## config.mk

```make
export PLATFORM = sky130hd
export DESIGN_NAME = lcd_cmd_seq_flat
export DESIGN_NICKNAME = d
export VERILOG_FILES = /design/src/rtl/lcd_cmd_seq_if.sv /design/src/rtl/lcd_cmd_seq.sv /design/src/flat_wrapper.sv
export SDC_FILE = /design/constraint.sdc
export NUM_CORES = 1
export LEC_CHECK = 0
export CORE_MARGIN = 2
export CORE_UTILIZATION = 30
export DETAILED_ROUTE_END_ITERATION = 12
export GPL_ROUTABILITY_DRIVEN = 0
export HOLD_SLACK_MARGIN = 0.12
export PLACE_DENSITY_LB_ADDON = 0.05
export SYNTH_ARGS = -nofsm -noshare
export SYNTH_HDL_FRONTEND = slang
export SYNTH_SLANG_ARGS = --single-unit
```

## constraint.sdc

```tcl
create_clock -name clk -period 2.1 [get_ports clk]
set_input_delay 0.63 -clock clk [delete_from_list [all_inputs] [get_ports clk]]
set_output_delay 0.63 -clock clk [all_outputs]
set_load 0.1 [all_outputs]
```

## src/rtl/lcd_cmd_seq_if.sv

```systemverilog
// lcd_cmd_seq_if: command ROM bus plus LCD controller
// command handshake seen by the script sequencer.
interface lcd_cmd_seq_if #(
  parameter int AW    = 5,
  parameter int CMD_W = 4
);
  logic             CROM_rd;
  logic [AW-1:0]    CROM_A;
  logic [CMD_W-1:0] CROM_Q;
  logic             busy;
  logic             done;
  logic [CMD_W-1:0] cmd;
  logic             cmd_valid;

  modport master (
    output CROM_rd, CROM_A, cmd, cmd_valid,
    input  CROM_Q, busy, done
  );

  modport slave (
    input  CROM_rd, CROM_A, cmd, cmd_valid,
    output CROM_Q, busy, done
  );
endinterface

```

## src/rtl/lcd_cmd_seq.sv

```systemverilog
// lcd_cmd_seq: walks a command ROM script and feeds the
// LCD controller one command at a time, ending on WRITE.
module lcd_cmd_seq #(
  parameter int AW    = 5,
  parameter int CMD_W = 4
) (
  input  logic          clk,
  input  logic          reset,
  input  logic          start,
  lcd_cmd_seq_if.master bus,
  output logic          finished,
  output logic          err,
  output logic [AW:0]   issued_cnt
);

  localparam logic [2:0] IDLE      = 3'd0;
  localparam logic [2:0] FETCH     = 3'd1;
  localparam logic [2:0] LATCH     = 3'd2;
  localparam logic [2:0] ISSUE     = 3'd3;
  localparam logic [2:0] WAIT_DONE = 3'd4;
  localparam logic [2:0] FIN       = 3'd5;

  localparam logic [AW-1:0]    PTR_LAST = '1;
  localparam logic [AW:0]      CNT_MAX  = '1;
  localparam logic [CMD_W-1:0] CMD_WR   = '0;
  localparam logic [CMD_W-1:0] CMD_INV  = CMD_W'(12);

  logic [2:0]       state;
  logic [AW-1:0]    ptr;
  logic [CMD_W-1:0] cmd_r;
  logic [CMD_W-1:0] cmd_hold;
  logic             issue;

  // Strobe goes out the cycle busy is seen low; a reset
  // in progress suppresses it so an abort is immediate.
  assign issue = reset && (state == ISSUE) && !bus.busy;

  assign bus.cmd_valid = issue;
  assign bus.cmd       = issue ? cmd_r : cmd_hold;
  assign bus.CROM_rd   = (state == FETCH);
  assign bus.CROM_A    = ptr;

  // Script FSM: fetch, latch, issue, then wait for done.
  always_ff @(posedge clk) begin
    if (!reset) begin
      state      <= IDLE;
      ptr        <= '0;
      cmd_r      <= '0;
      cmd_hold   <= '0;
      finished   <= 1'b0;
      err        <= 1'b0;
      issued_cnt <= '0;
    end else begin
      unique case (state)
        IDLE, FIN: begin
          if (start) begin
            ptr        <= '0;
            err        <= 1'b0;
            issued_cnt <= '0;
            finished   <= 1'b0;
            state      <= FETCH;
          end
        end
        FETCH: begin
          state <= LATCH;
        end
        LATCH: begin
          cmd_r <= bus.CROM_Q;
          if (bus.CROM_Q >= CMD_INV) begin
            err <= 1'b1;
            if (ptr == PTR_LAST) begin
              cmd_r <= CMD_WR;
              state <= ISSUE;
            end else begin
              ptr   <= ptr + 1'b1;
              state <= FETCH;
            end
          end else begin
            state <= ISSUE;
          end
        end
        ISSUE: begin
          if (!bus.busy) begin
            cmd_hold <= cmd_r;
            if (issued_cnt != CNT_MAX)
              issued_cnt <= issued_cnt + 1'b1;
            if (cmd_r == CMD_WR) begin
              state <= WAIT_DONE;
            end else if (ptr == PTR_LAST) begin
              err   <= 1'b1;
              cmd_r <= CMD_WR;
            end else begin
              ptr   <= ptr + 1'b1;
              state <= FETCH;
            end
          end
        end
        WAIT_DONE: begin
          if (bus.done) begin
            finished <= 1'b1;
            state    <= FIN;
          end
        end
        default: begin
          state <= IDLE;
        end
      endcase
    end
  end

endmodule

```

## src/flat_wrapper.sv

```systemverilog
// flat-port wrapper written by rule: the top's interface ports become plain ports
module lcd_cmd_seq_flat 
#(
  parameter int AW    = 5,
  parameter int CMD_W = 4
)
  (clk, reset, start, finished, err, issued_cnt, bus_CROM_rd, bus_CROM_A, bus_cmd, bus_cmd_valid, bus_CROM_Q, bus_busy, bus_done);
  lcd_cmd_seq_if #(.AW(AW), .CMD_W(CMD_W)) bus_i ();
  input  logic clk;
  input  logic reset;
  input  logic start;
  output logic finished;
  output logic err;
  output logic [AW:0] issued_cnt;
  output wire logic [$bits(bus_i.CROM_rd)-1:0] bus_CROM_rd;
  output wire logic [$bits(bus_i.CROM_A)-1:0] bus_CROM_A;
  output wire logic [$bits(bus_i.cmd)-1:0] bus_cmd;
  output wire logic [$bits(bus_i.cmd_valid)-1:0] bus_cmd_valid;
  input wire logic [$bits(bus_i.CROM_Q)-1:0] bus_CROM_Q;
  input wire logic [$bits(bus_i.busy)-1:0] bus_busy;
  input wire logic [$bits(bus_i.done)-1:0] bus_done;
  assign bus_CROM_rd = bus_i.CROM_rd;
  assign bus_CROM_A = bus_i.CROM_A;
  assign bus_cmd = bus_i.cmd;
  assign bus_cmd_valid = bus_i.cmd_valid;
  assign bus_i.CROM_Q = bus_CROM_Q;
  assign bus_i.busy = bus_busy;
  assign bus_i.done = bus_done;
  lcd_cmd_seq #(.AW(AW), .CMD_W(CMD_W)) u_core (.clk(clk), .reset(reset), .start(start), .bus(bus_i), .finished(finished), .err(err), .issued_cnt(issued_cnt));
endmodule
```

# --- Word-level counts from Yosys, hierarchy flattened ---
# Index checks and enable logic that the tools add are counted.
totals:
  wordCells: 76
  output_inout_bits: 19
  register_bits: 24
  in_bits: 9
classes:
  n_bitwise: 1
  addsub: 2
  magnitude_cmp: 1
  reduce_logical: 17
  mux: 33
  eq_ne: 15
ops:
  columns: ["cell", "count"]
  rows:
  - ["$mux 5", 5]
  - ["$mux 4", 6]
  - ["$mux 6", 3]
  - ["$mux 3", 5]
  - ["$pmux 3 s5", 1]
  - ["$pmux 5 s3", 1]
  - ["$ne 2x2->1 const B", 6]
  - ["$pmux 6 s2", 1]
  - ["$reduce_and 4->1", 3]
  - ["$pmux 4 s2", 1]
  - ["$add 6x1->6 const B", 1]
  - ["$eq 3x2->1 const B", 2]
  - ["$eq 3x3->1 const B", 2]
  - ["$mux 1", 6]
  - ["$ne 6x6->1 const B", 1]
  - ["$reduce_and 6->1", 1]
  - ["$reduce_bool 2->1", 3]
  - ["$add 5x1->5 const B", 1]
  - ["$eq 5x5->1 const B", 1]
  - ["$reduce_and 5->1", 1]
  - ["$ge 4x4->1 const B", 1]
  - ["$logic_not 4->1", 1]
  - ["$mux 2", 2]
  - ["$eq 3x1->1 const B", 1]
  - ["other kinds (12)", 13]

# --- Logic depth before layout (Yosys ltp) ---
# Gate-level depths: netlist (run 1).
depth:
  depth_word: 5
  ltp_mapped: 8
  ltp_nobuf: 7

# --- Worst setup path after synthesis (run 1) ---
# Ideal clock, no wire load.
synth_path:
  kind: "flip-flop to output port"
  start: "reg u_core.state[2]"
  end: "out bus_CROM_rd"
  n_path_buf: 1
  slack_ns: -0.535
  required_ns: 1.470
  stages_incl_launch_ff: 4
  arrival_time_ns: 2.005
  cell_sequence: "dfxtp_1 -> buf_2 -> or2b_1 -> nor2_1"
synth_between:
  elab_chain_cells: 1
synth_rtl:
  columns: ["element", "line", "text"]
  rows:
  - ["start: declaration", "lcd_cmd_seq.sv:28", "logic [2:0] state;"]
  - ["start signal: assignment", "lcd_cmd_seq.sv:46", "state <= IDLE;"]
  - ["start signal: assignment", "lcd_cmd_seq.sv:61", "state <= FETCH;"]
  - ["start signal: assignment", "lcd_cmd_seq.sv:65", "state <= LATCH;"]
  - ["$eq 3x1->1", "lcd_cmd_seq.sv:40", "assign bus.CROM_rd = (state == FETCH);"]
  - ["end: declaration", "flat_wrapper.sv:15", "output wire logic [$bits(bus_i.CROM_rd)-1:0] bus_CROM_rd;"]
# Every way passes these cells.

# --- Worst setup path in the final report (run 1) ---
layout_path:
  start: "in bus_busy"
  end: "out bus_cmd[2]"
layout_between:
  elab_chain_cells: 3
layout_rtl:
  columns: ["element", "line", "text"]
  rows:
  - ["start: declaration", "flat_wrapper.sv:20", "input wire logic [$bits(bus_i.busy)-1:0] bus_busy;"]
  - ["$logic_not 1->1", "lcd_cmd_seq.sv:36", "assign issue = reset && (state == ISSUE) && !bus.busy;"]
  - ["$logic_and 1x1->1", "lcd_cmd_seq.sv:36", null]
  - ["$mux 4", "lcd_cmd_seq.sv:39", "assign bus.cmd = issue ? cmd_r : cmd_hold;"]
  - ["end: declaration", "flat_wrapper.sv:17", "output wire logic [$bits(bus_i.cmd)-1:0] bus_cmd;"]
# Every way passes these cells.

==> impl_metrics.ini, run 1 <==
[run_status]
status = complete, but fails checks
violations = negative setup slack

[worst_setup_path]
r2r_end = u_core.bus.CROM_A[3]$_SDFFE_PN0P_
path_cells = buf_6 -> and4bb_4 -> nand2_8 -> mux2_4 -> buf_12
cp-start-kind = primary input
reg2regPathDepth = 7
path_max_fanout = 5
worst_setup_path_end_kind = output pin
r2r_setup_slack_ns = 0.17
cp_data_required_time_ns = 1.47
crit_cells = 5
path_class = in -> out
worst_r2r_startpoint = u_core.bus.CROM_A[0]$_SDFFE_PN0P_
path_buf_inv = 2
cp-startpoint = bus_busy
cp_top_family = simple AND/OR/NAND/NOR gates
max_stage_delay_ns = 0.35
arrival_ns = 1.64
slowest_stage = and4bb_4

[sta]
worstMarginPinSlew_ns = 0.554
maxSlewHeadroom_pct = 62.6
slew_violations = 0
setup_ws_ns = -0.173
holdWs_ns = 0.464
final.min_clock_period_ns = 2.27
hold_violations = 0
rsz0062_at_grt = true
finClkSkew_ns = 0.00416
final-setup-viol-count = 5
fin_crit_sh_pct = 108
fmax_mhz = 440

[global_route]
track_usage_pct = 14.7
grt_overflow = 0
grt_pass1_wl_um = 6130
grt_max_degree = 24
antenna_found_initial = 0
grt_pass1_vias = 1309

[synthesis]
synth_top_area_share_pct = 34.5
synthesis.nets = 183
avgSynthCellArea_um2 = 8.14
synth_cell_types = 49
netlist_area_mm2 = 0.00139
synth.area.top_cells = dfxtp_1 35%, nand2_1 9.4%, a21oi_1 3.2%
async_reset_ff_share_pct = 0
synth_edf_count = 0
ys_warn_count = 0
synth-seq-area-share_pct = 34.5
synth-seq-cells = 24
ys.flop_type = dfxtp_1
netlist_instances = 171
yosys.area.top_type = dfxtp_1

[clock_network]
clk_latency_ns = 0.27
cts_hold_buf = 0
htreeDepth = 1
ctsRootBufferMaster = clkbuf_8
cts_setup_buffers = 0
cts.sinks = 24
cts_tree = done
cts_buffers = 3
clockBufferDepth = 2
clk_pin_slew_ns = 0.09

[cells_and_area]
layout-drive-gt1-share_pct = 30.8
antenna_cells = 0
n_fill_cell = 436
final_area_mm2 = 0.00217
multiInputGateArea_um2 = 912
nets = 227
syn_to_final_growth_pct = 56.1
register_area_um2 = 494

[route]
drc = 0
wl_met1_um = 1870
wl_met2_um = 1660
via_count = 1401
met3_length_um = 123
routed_wl_um = 3670
drtIter0Drc = 73
dr.pass1.iters = 4
wl_per_cell_um = 13.8
topRoutingLayerUsed = met4
ant_nets = 0
vias_per_cell = 5.27

[die]
dieArea_mm2 = 0.00520
die_y_um = 72.1
io_pins = 28
coreArea_mm2 = 0.00441
start_util_pct = 31.5
row_count = 24
dieWidth_um = 72.1

[worst_hold_path]
hp-class = reg -> reg
worstHoldPathCells = 2
hold_start = u_core.cmd_hold[1]$_SDFFE_PN0P_
holdPathEnd = u_core.cmd_hold[1]$_SDFFE_PN0P_

[power]
ir_drop_mv = 0.290
p_leak_uw = 0.000841
p_per_area_mw_per_mm2 = 619

[placed_design]
dpl_cell_area_mm2 = 0.00210
io_buffers = 27
place_ws_ns = -0.597
hpwl_um = 2710

[run]
maxCapViolCount = 0
## area by class of cell
type                       count  area share [%]
multi-input combinational    133            42.0
timing repair buffer          46            27.9
sequential                    24            22.7
clock buffer                   4            3.05
tap                           52            2.99
inverter                       7            1.38
## cells by family after synthesis
kind of cell    after synthesis  synth area share [%]
xor+xnor                      1                 0.629
fa+ha+maj                     3                  2.70
flops                        24                  34.5
mux                           8                  6.11
buf+inv                      14                  4.13
simple gates                 82                  31.1
compound gates               39                  20.8
## through the flow
stage,total power (µW),instances,setup TNS (ns),utilization [%]
floorplan,802,171,-0.170,-
global placement,981,262,-5.52,47.5
detailed placement,984,262,-5.69,47.5
CTS,1360,266,-0.890,49.1
global route,1420,266,-0.909,49.2
finish,1340,266,-0.748,49.2
## sequential cells by signal, summed over array words and instances, names as in the netlist
name / count
u_core.bus.CROM_A: 5
u_core.cmd_hold: 4
u_core.cmd_r: 4
u_core.err: 1
u_core.finished: 1
u_core.issued_cnt: 6
u_core.state: 3
## Yosys cell counts (all sizes together) (3+ instances only)
cell type / instances
nand2: 35
dfxtp: 24
nor2: 10
a21oi: 9
inv: 6
nand3: 6
o21ai: 6
nand4: 5
buf: 4
mux2: 4
mux2i: 4
o22ai: 4
clkbuf: 3
ha: 3
nor2b: 3
o21a: 3
or2b: 3
## report_power, final
group          leakage (µW)  total, µW  switching [µW]  internal [µW]
Sequential         0.000199        501            24.3            477
Clock             0.0000339        369             162            207
Combinational      0.000609        475             272            203
## layout by cell type, fill, tap and decap left out, types with 2 or more instances in the layout
master	netlist	final
a211oi_1	2	2
a21oi_1	9	9
and2_1	2	2
and3_1	2	2
buf_12	0	19
buf_4	0	19
clkbuf_8	0	3
clkdlybuf4s50_1	0	5
dfxtp_1	24	17
dfxtp_2	0	5
dfxtp_4	0	2
ha_1	3	2
inv_1	6	5
mux2_4	0	4
mux2i_1	4	4
nand2_1	35	34
nand2b_1	2	2
nand3_1	6	6
nand4_1	5	5
nand4b_1	2	2
nor2_1	10	9
nor2b_1	3	3
nor4_1	2	2
o21a_1	3	3
o21ai_0	4	4
o21ai_1	2	2
o21bai_1	2	2
o221a_2	2	2
o22ai_1	3	3
or2b_1	3	3
or4_1	2	2
## worst register-to-register path, delay by kind of cell, from the launching register on
kind,cells,cell delay [ns]
AOI/OAI and AO/OA,2,0.42
adders and majority gates,2,0.35
DFF,1,0.38
and+or+nand+nor,3,0.70
## worst max path at each step
stage          slack (ns)    endpoint
4_1_cts             -0.20  bus_cmd[2]
6_report            -0.17  bus_cmd[2]
3_3_place_gp        -0.58  bus_cmd[2]
2_1_floorplan       -0.04  bus_cmd[0]
5_1_grt             -0.20  bus_cmd[2]
3_5_place_dp        -0.60  bus_cmd[2]
## per-layer routing
layer	vias to the layer above	track usage, %
li1	707	-
met1	675	21.5
met2	17	22.5
met3	2	2.08
met4	0	4.40
met5	-	0
## what timing repair did
item,CTS,global route
gates resized for setup,8,3
endpoints found under the setup margin,8,12
gates cloned,0,0
pin swaps,2,2
(Power assumes the default switching activity.)
==> run 2, diff against run 1 <==
- DONT_BUFFER_PORTS: unset -> 1
==> run 2 against run 1 <==
Effect of this change:
- core utilization decreased by 8.9 points
- critical endpoint is now bus_cmd[3]
- the flow still finishes with violations (negative setup slack)
- worst setup slack improved by 0.13 ns
- non-clock buffer count is 21 lower
- routed wire length decreased by 2.0%
- clock skew rose by 0.00056 ns
- global-route usage down 0.23 points
- critical path depth down 2
- sequential share of layout area is 5.2 points higher
==> impl_metrics.ini, run 2 (synthesis results as in run 1) <==
[sta]
final.min_clock_period_ns = 2.15
maxSlewHeadroom_pct = 58.2
final-setup-viol-count = 4
rsz0062_at_grt = true
setup_ws_ns = -0.0466
hold_violations = 0
fin_crit_sh_pct = 102
fmax_mhz = 466
worstMarginPinSlew_ns = 0.619
finClkSkew_ns = 0.00473
slew_violations = 0

[clock_network]
cts.sinks = 24
clockBufferDepth = 2
htreeDepth = 1
clk_pin_slew_ns = 0.09
cts_buffers = 3
cts_hold_buf = 0
cts_tree = done
clk_latency_ns = 0.28
ctsRootBufferMaster = clkbuf_8

[worst_setup_path]
cp-start-kind = primary input
cp_data_required_time_ns = 1.47
path_class = in -> out
path_buf_inv = 0
path_max_fanout = 5
path_cells = and4bb_4 -> nand2_8 -> mux2_4
worst_setup_path_end_kind = output pin
cp_top_family = simple AND/OR/NAND/NOR gates
arrival_ns = 1.52
slowest_stage = mux2_4
max_stage_delay_ns = 0.44

[die]
dieArea_mm2 = 0.00520
die_y_um = 72.1
start_util_pct = 31.5
io_pins = 28
row_count = 24
coreArea_mm2 = 0.00441
dieWidth_um = 72.1

[power]
ir_drop_mv = 0.288
p_leak_uw = 0.000688
power_uw = 1270
p_per_area_mw_per_mm2 = 715

[cells_and_area]
nets = 206
layout_common_cells = 34 x nand2_1, 23 x buf_4, 15 x dfxtp_1, 9 x a21oi_1, 9 x nor2_1
n_fill_cell = 468
antenna_cells = 0
fin_cells = 245
regMostFlops = u_core.issued_cnt
largest_reg_flops = 6
syn_to_final_growth_pct = 27.9
layout-drive-gt1-share_pct = 27.5
final_common_cell = nand2_1

[run_status]
violations = negative setup slack
status = complete, but fails checks

[route]
vias_per_cell = 5.39
wl_per_cell_um = 14.7
ant_nets = 0
drc = 0
routed_wl_um = 3600
drtIter0Drc = 81
dr.pass1.iters = 4
via_count = 1320

[placed_design]
hpwl_um = 2700
place_inst = 240
io_buffers = 0

[global_route]
grt_pass1_wl_um = 5980
grt_pass1_vias = 1218
grt_overflow = 0
grt_max_degree = 25
track_usage_pct = 14.5
antenna_found_initial = 0

[worst_hold_path]
hp-class = reg -> reg

[run]
maxCapViolCount = 0
## run 2: cell types whose count changed in the layout (fill, tap and decap cells not counted), sizes merged
cell / change
clkdlybuf4s50: -5
buf: -14
dlygate4sd2: -1
dlymetal6s2s: -1
## run 2: timing repair
item	in CTS	in global routing
pin swaps	2	2
endpoints found under the setup margin	4	5
setup buffers	1	0
gates resized for setup	4	0
## run 2: path summary, 6_finish.rpt
| check | to | slack [ns] | startpoint | cells past startpoint |
|---|---|---|---|---|
| hold / removal | u_core.cmd_hold[3]$_SDFFE_PN0P_ | 0.46 | u_core.cmd_hold[3]$_SDFFE_PN0P_ | 2 |
| hold reg to reg | u_core.cmd_hold[3]$_SDFFE_PN0P_ | 0.46 | u_core.cmd_hold[3]$_SDFFE_PN0P_ | 2 |
| setup reg to reg | u_core.bus.CROM_A[3]$_SDFFE_PN0P_ | 0.18 | u_core.bus.CROM_A[0]$_SDFFE_PN0P_ | 7 |
| setup / recovery | bus_cmd[3] | -0.05 | bus_busy | 3 |
## run 2: metal layers
layer,track usage (%),wire [µm],vias to the layer above
li1,-,-,663
met1,19.3,1720,623
met2,22.7,1600,29
met3,3.33,214,5
met4,5.66,61,0
met5,0,0,-
## run 2: worst register-to-register path, cell delays in order (launching register included)
cell and delay, ns:
dfxtp_4 0.36, ha_4 0.17, and3_1 0.18, ha_1 0.18, nand4b_1 0.19, or3_1 0.34, a2111oi_0 0.28, o21bai_1 0.16
## run 2: per-stage QoR
stage / hold WS [ns] / worst slack [ns] / utilization, % / area [µm²] / TNS [ns]
2_1_floorplan: 0.436 / -0.0426 / - / 1470 / -0.170
3_3_place_gp: 0.447 / -0.0830 / 38.5 / 1700 / -0.330
3_5_place_dp: 0.450 / -0.0886 / 38.5 / 1700 / -0.354
4_1_cts: 0.459 / -0.0361 / 40.3 / 1780 / -0.143
5_1_grt: 0.458 / -0.0551 / 40.3 / 1780 / -0.218
6_report: 0.462 / -0.0466 / 40.3 / 1780 / -0.186
## run 2: layout make-up
type	count	area, µm²	area share, %
multi-input combinational	133	910	51.1
clock buffer	4	66.3	3.72
sequential	24	497	27.9
tap	52	65.1	3.65
timing repair buffer	25	213	11.9
inverter	7	30.0	1.69
## run 2: report_power, final
group	internal [µW]	total [µW]	switching, µW
combinational	150	403	253
sequential	477	497	19.3
clock	208	373	165
total	835	1270	438
==> run 3, diff against run 2 <==
- ABC_AREA: unset -> 1
- RECOVER_POWER: unset -> 25
==> run 3 against run 2 <==
Effect of this change:
- the run now ends clean
- final area rose by 8.9%
- core utilization rose by 0.70 points
- highest routed layer unchanged
- final cell count rose by 27%
- largest cell class unchanged
- clock power rose by 11%
==> impl_metrics.ini, run 3 <==
[synthesis]
async_reset_ff_share_pct = 0
synth_edf_count = 0
netlist_instances = 216
synth_top_area_share_pct = 32.5
synth_cell_types = 30
ys_warn_count = 0
synth_most_common_cell = nand2_1
synthesis.nets = 228
synth-seq-area-share_pct = 32.5
yosys.area.top_type = dfxtp_1
synth.area.top_cells = dfxtp_1 33%, nand2_1 11%, nor2_1 9.2%
netlist_area_mm2 = 0.00148
synth-seq-cells = 24
ys.flop_type = dfxtp_1
avgSynthCellArea_um2 = 6.84
yosys-top-cells-count = 44 x nand2_1, 36 x nor2_1, 24 x dfxtp_1, 22 x inv_1, 15 x nand3_1

[sta]
fin_setup_tns_ns = 0
final-setup-viol-count = 0
final.min_clock_period_ns = 2.10
finClkSkew_ns = 0.00309
maxSlewHeadroom_pct = 61.3
fmax_mhz = 477
rsz0062_at_grt = true
slew_violations = 0
fin_crit_sh_pct = 99.8
setup_ws_ns = 0.00354
hold_violations = 0
worstMarginPinSlew_ns = 0.580

[global_route]
antenna_found_initial = 0
grt_overflow = 0
grt_pass1_wl_um = 6190
track_usage_pct = 14.5
grt_max_degree = 19
grt_pass1_vias = 1433

[power]
p_leak_uw = 0.000858
ir_drop_mv = 0.469
p_per_area_mw_per_mm2 = 1350

[clock_network]
ctsRootBufferMaster = clkbuf_8
cts_buffers = 3
htreeDepth = 1
clk_pin_slew_ns = 0.09
cts_tree = done
cts.sinks = 24
clockBufferDepth = 2
clk_latency_ns = 0.27

[worst_setup_path]
path_max_fanout = 9
path_class = reg -> out
cp_data_required_time_ns = 1.47
cp-start-kind = register
worst_setup_path_end_kind = output pin
arrival_ns = 1.47

[cells_and_area]
largest_reg_flops = 6
nets = 258
syn_to_final_growth_pct = 31.3
final_common_cell = nand2_1
layout-drive-gt1-share_pct = 30.6
n_fill_cell = 492
antenna_cells = 0
layout_common_cells = 39 x nand2_1, 36 x nor2_1, 22 x inv_1, 20 x buf_4, 19 x dfxtp_1
regMostFlops = u_core.issued_cnt
fin_util_pct = 41.0

[run]
maxCapViolCount = 0

[die]
die_y_um = 74.2
dieArea_mm2 = 0.00550
coreArea_mm2 = 0.00472
row_count = 25
io_pins = 28
start_util_pct = 31.3
dieWidth_um = 74.2

[route]
via_count = 1448
dr.pass1.iters = 4
drtIter0Drc = 71
wl_per_cell_um = 12.0
vias_per_cell = 4.64
drc = 0
ant_nets = 0
routed_wl_um = 3730

[placed_design]
hpwl_um = 2880
io_buffers = 0
place_ws_ns = 0.0503

[run_status]
status = finished clean

[worst_hold_path]
hp-class = in -> reg
[run 3: cell count changes in the layout (fill, tap and decap cells not counted), sizes merged, moves of 6 or more]
| cell | change |
|---|---|
| o21ai | +12 |
| nor2 | +31 |
| a21oi | +6 |
| nand3 | +14 |
| nand2 | +16 |
| inv | +23 |
[run 3: path summary, 6_finish.rpt]
path,from,to,slack [ns],depth (start not counted)
max,u_core.state[1]$_SDFFE_PN0P_,bus_cmd[3],0.004,8
max reg2reg,u_core.bus.CROM_A[0]$_SDFFE_PN0P_,u_core.bus.CROM_A[0]$_SDFFE_PN0P_,0.40,10
min,reset,u_core.bus.CROM_A[1]$_SDFFE_PN0P_,0.47,2
min reg2reg,u_core.issued_cnt[2]$_SDFFE_PN0P_,u_core.issued_cnt[2]$_SDFFE_PN0P_,0.49,2
[run 3: repair_timing]
action	4_1_cts	5_1_grt
pin swaps	0	0
endpoints found under the hold margin	0	0
buffers inserted	3	1
setup endpoints to repair	5	5
hold buffers	0	0
resized for setup	1	1
[run 3: worst max-delay path: stages, from the launching register on]
cell and delay [ns]:
dfxtp_2 0.34, nand2_2 0.06, nor2_4 0.11, nand2_4 0.08, nor2_4 0.12, buf_12 0.13, nand2_2 0.08, o21ai_4 0.08
buf_12 0.19
[run 3: logic make-up after synthesis]
group                      count (synthesis)  share of synthesized area, %
adders and majority gates                  3                          2.54
xor gates and xnor gates                   1                         0.593
and+or+nand+nor                          117                          39.6
DFF                                       24                          32.5
AOI/OAI and AO/OA                         39                          15.3
buffers and inverters                     32                          9.41
[run 3: power by group]
part	switching (µW)	leakage (µW)	internal, µW
Clock	159	0.0000357	255
Sequential	66.0	0.000197	560
Combinational	1140	0.000625	449
[run 3: per-layer routing]
| layer | up-vias | wire length (µm) | track usage (%) |
|---|---|---|---|
| met5 | - | 0 | 0 |
| li1 | 758 | - | - |
| met2 | 23 | 1810 | 25.7 |
| met1 | 661 | 1740 | 17.4 |
| met4 | 0 | 50 | 5.66 |
| met3 | 6 | 140 | 2.71 |
[run 3: per-stage QoR]
stage                     cells  area (µm²)  total power, µW  hold slack, ns
after global routing        312        1940             2820           0.464
after detailed placement    304        1840             2210           0.477
final                       312        1940             2620           0.470
after CTS                   311        1940             2640           0.467
after global placement      304        1840             2190           0.471
after floorplan             216        1550             1920           0.493
[run 3: area by class of cell]
cell class	count	area, µm²	share of cell area [%]
Clock buffer	3	41.3	2.13
Clock inverter	1	30.0	1.55
Inverter	28	105	5.42
Multi-Input combinational cell	160	915	47.2
Sequential cell	24	487	25.1
Tap cell	67	83.8	4.33
Timing Repair Buffer	29	277	14.3
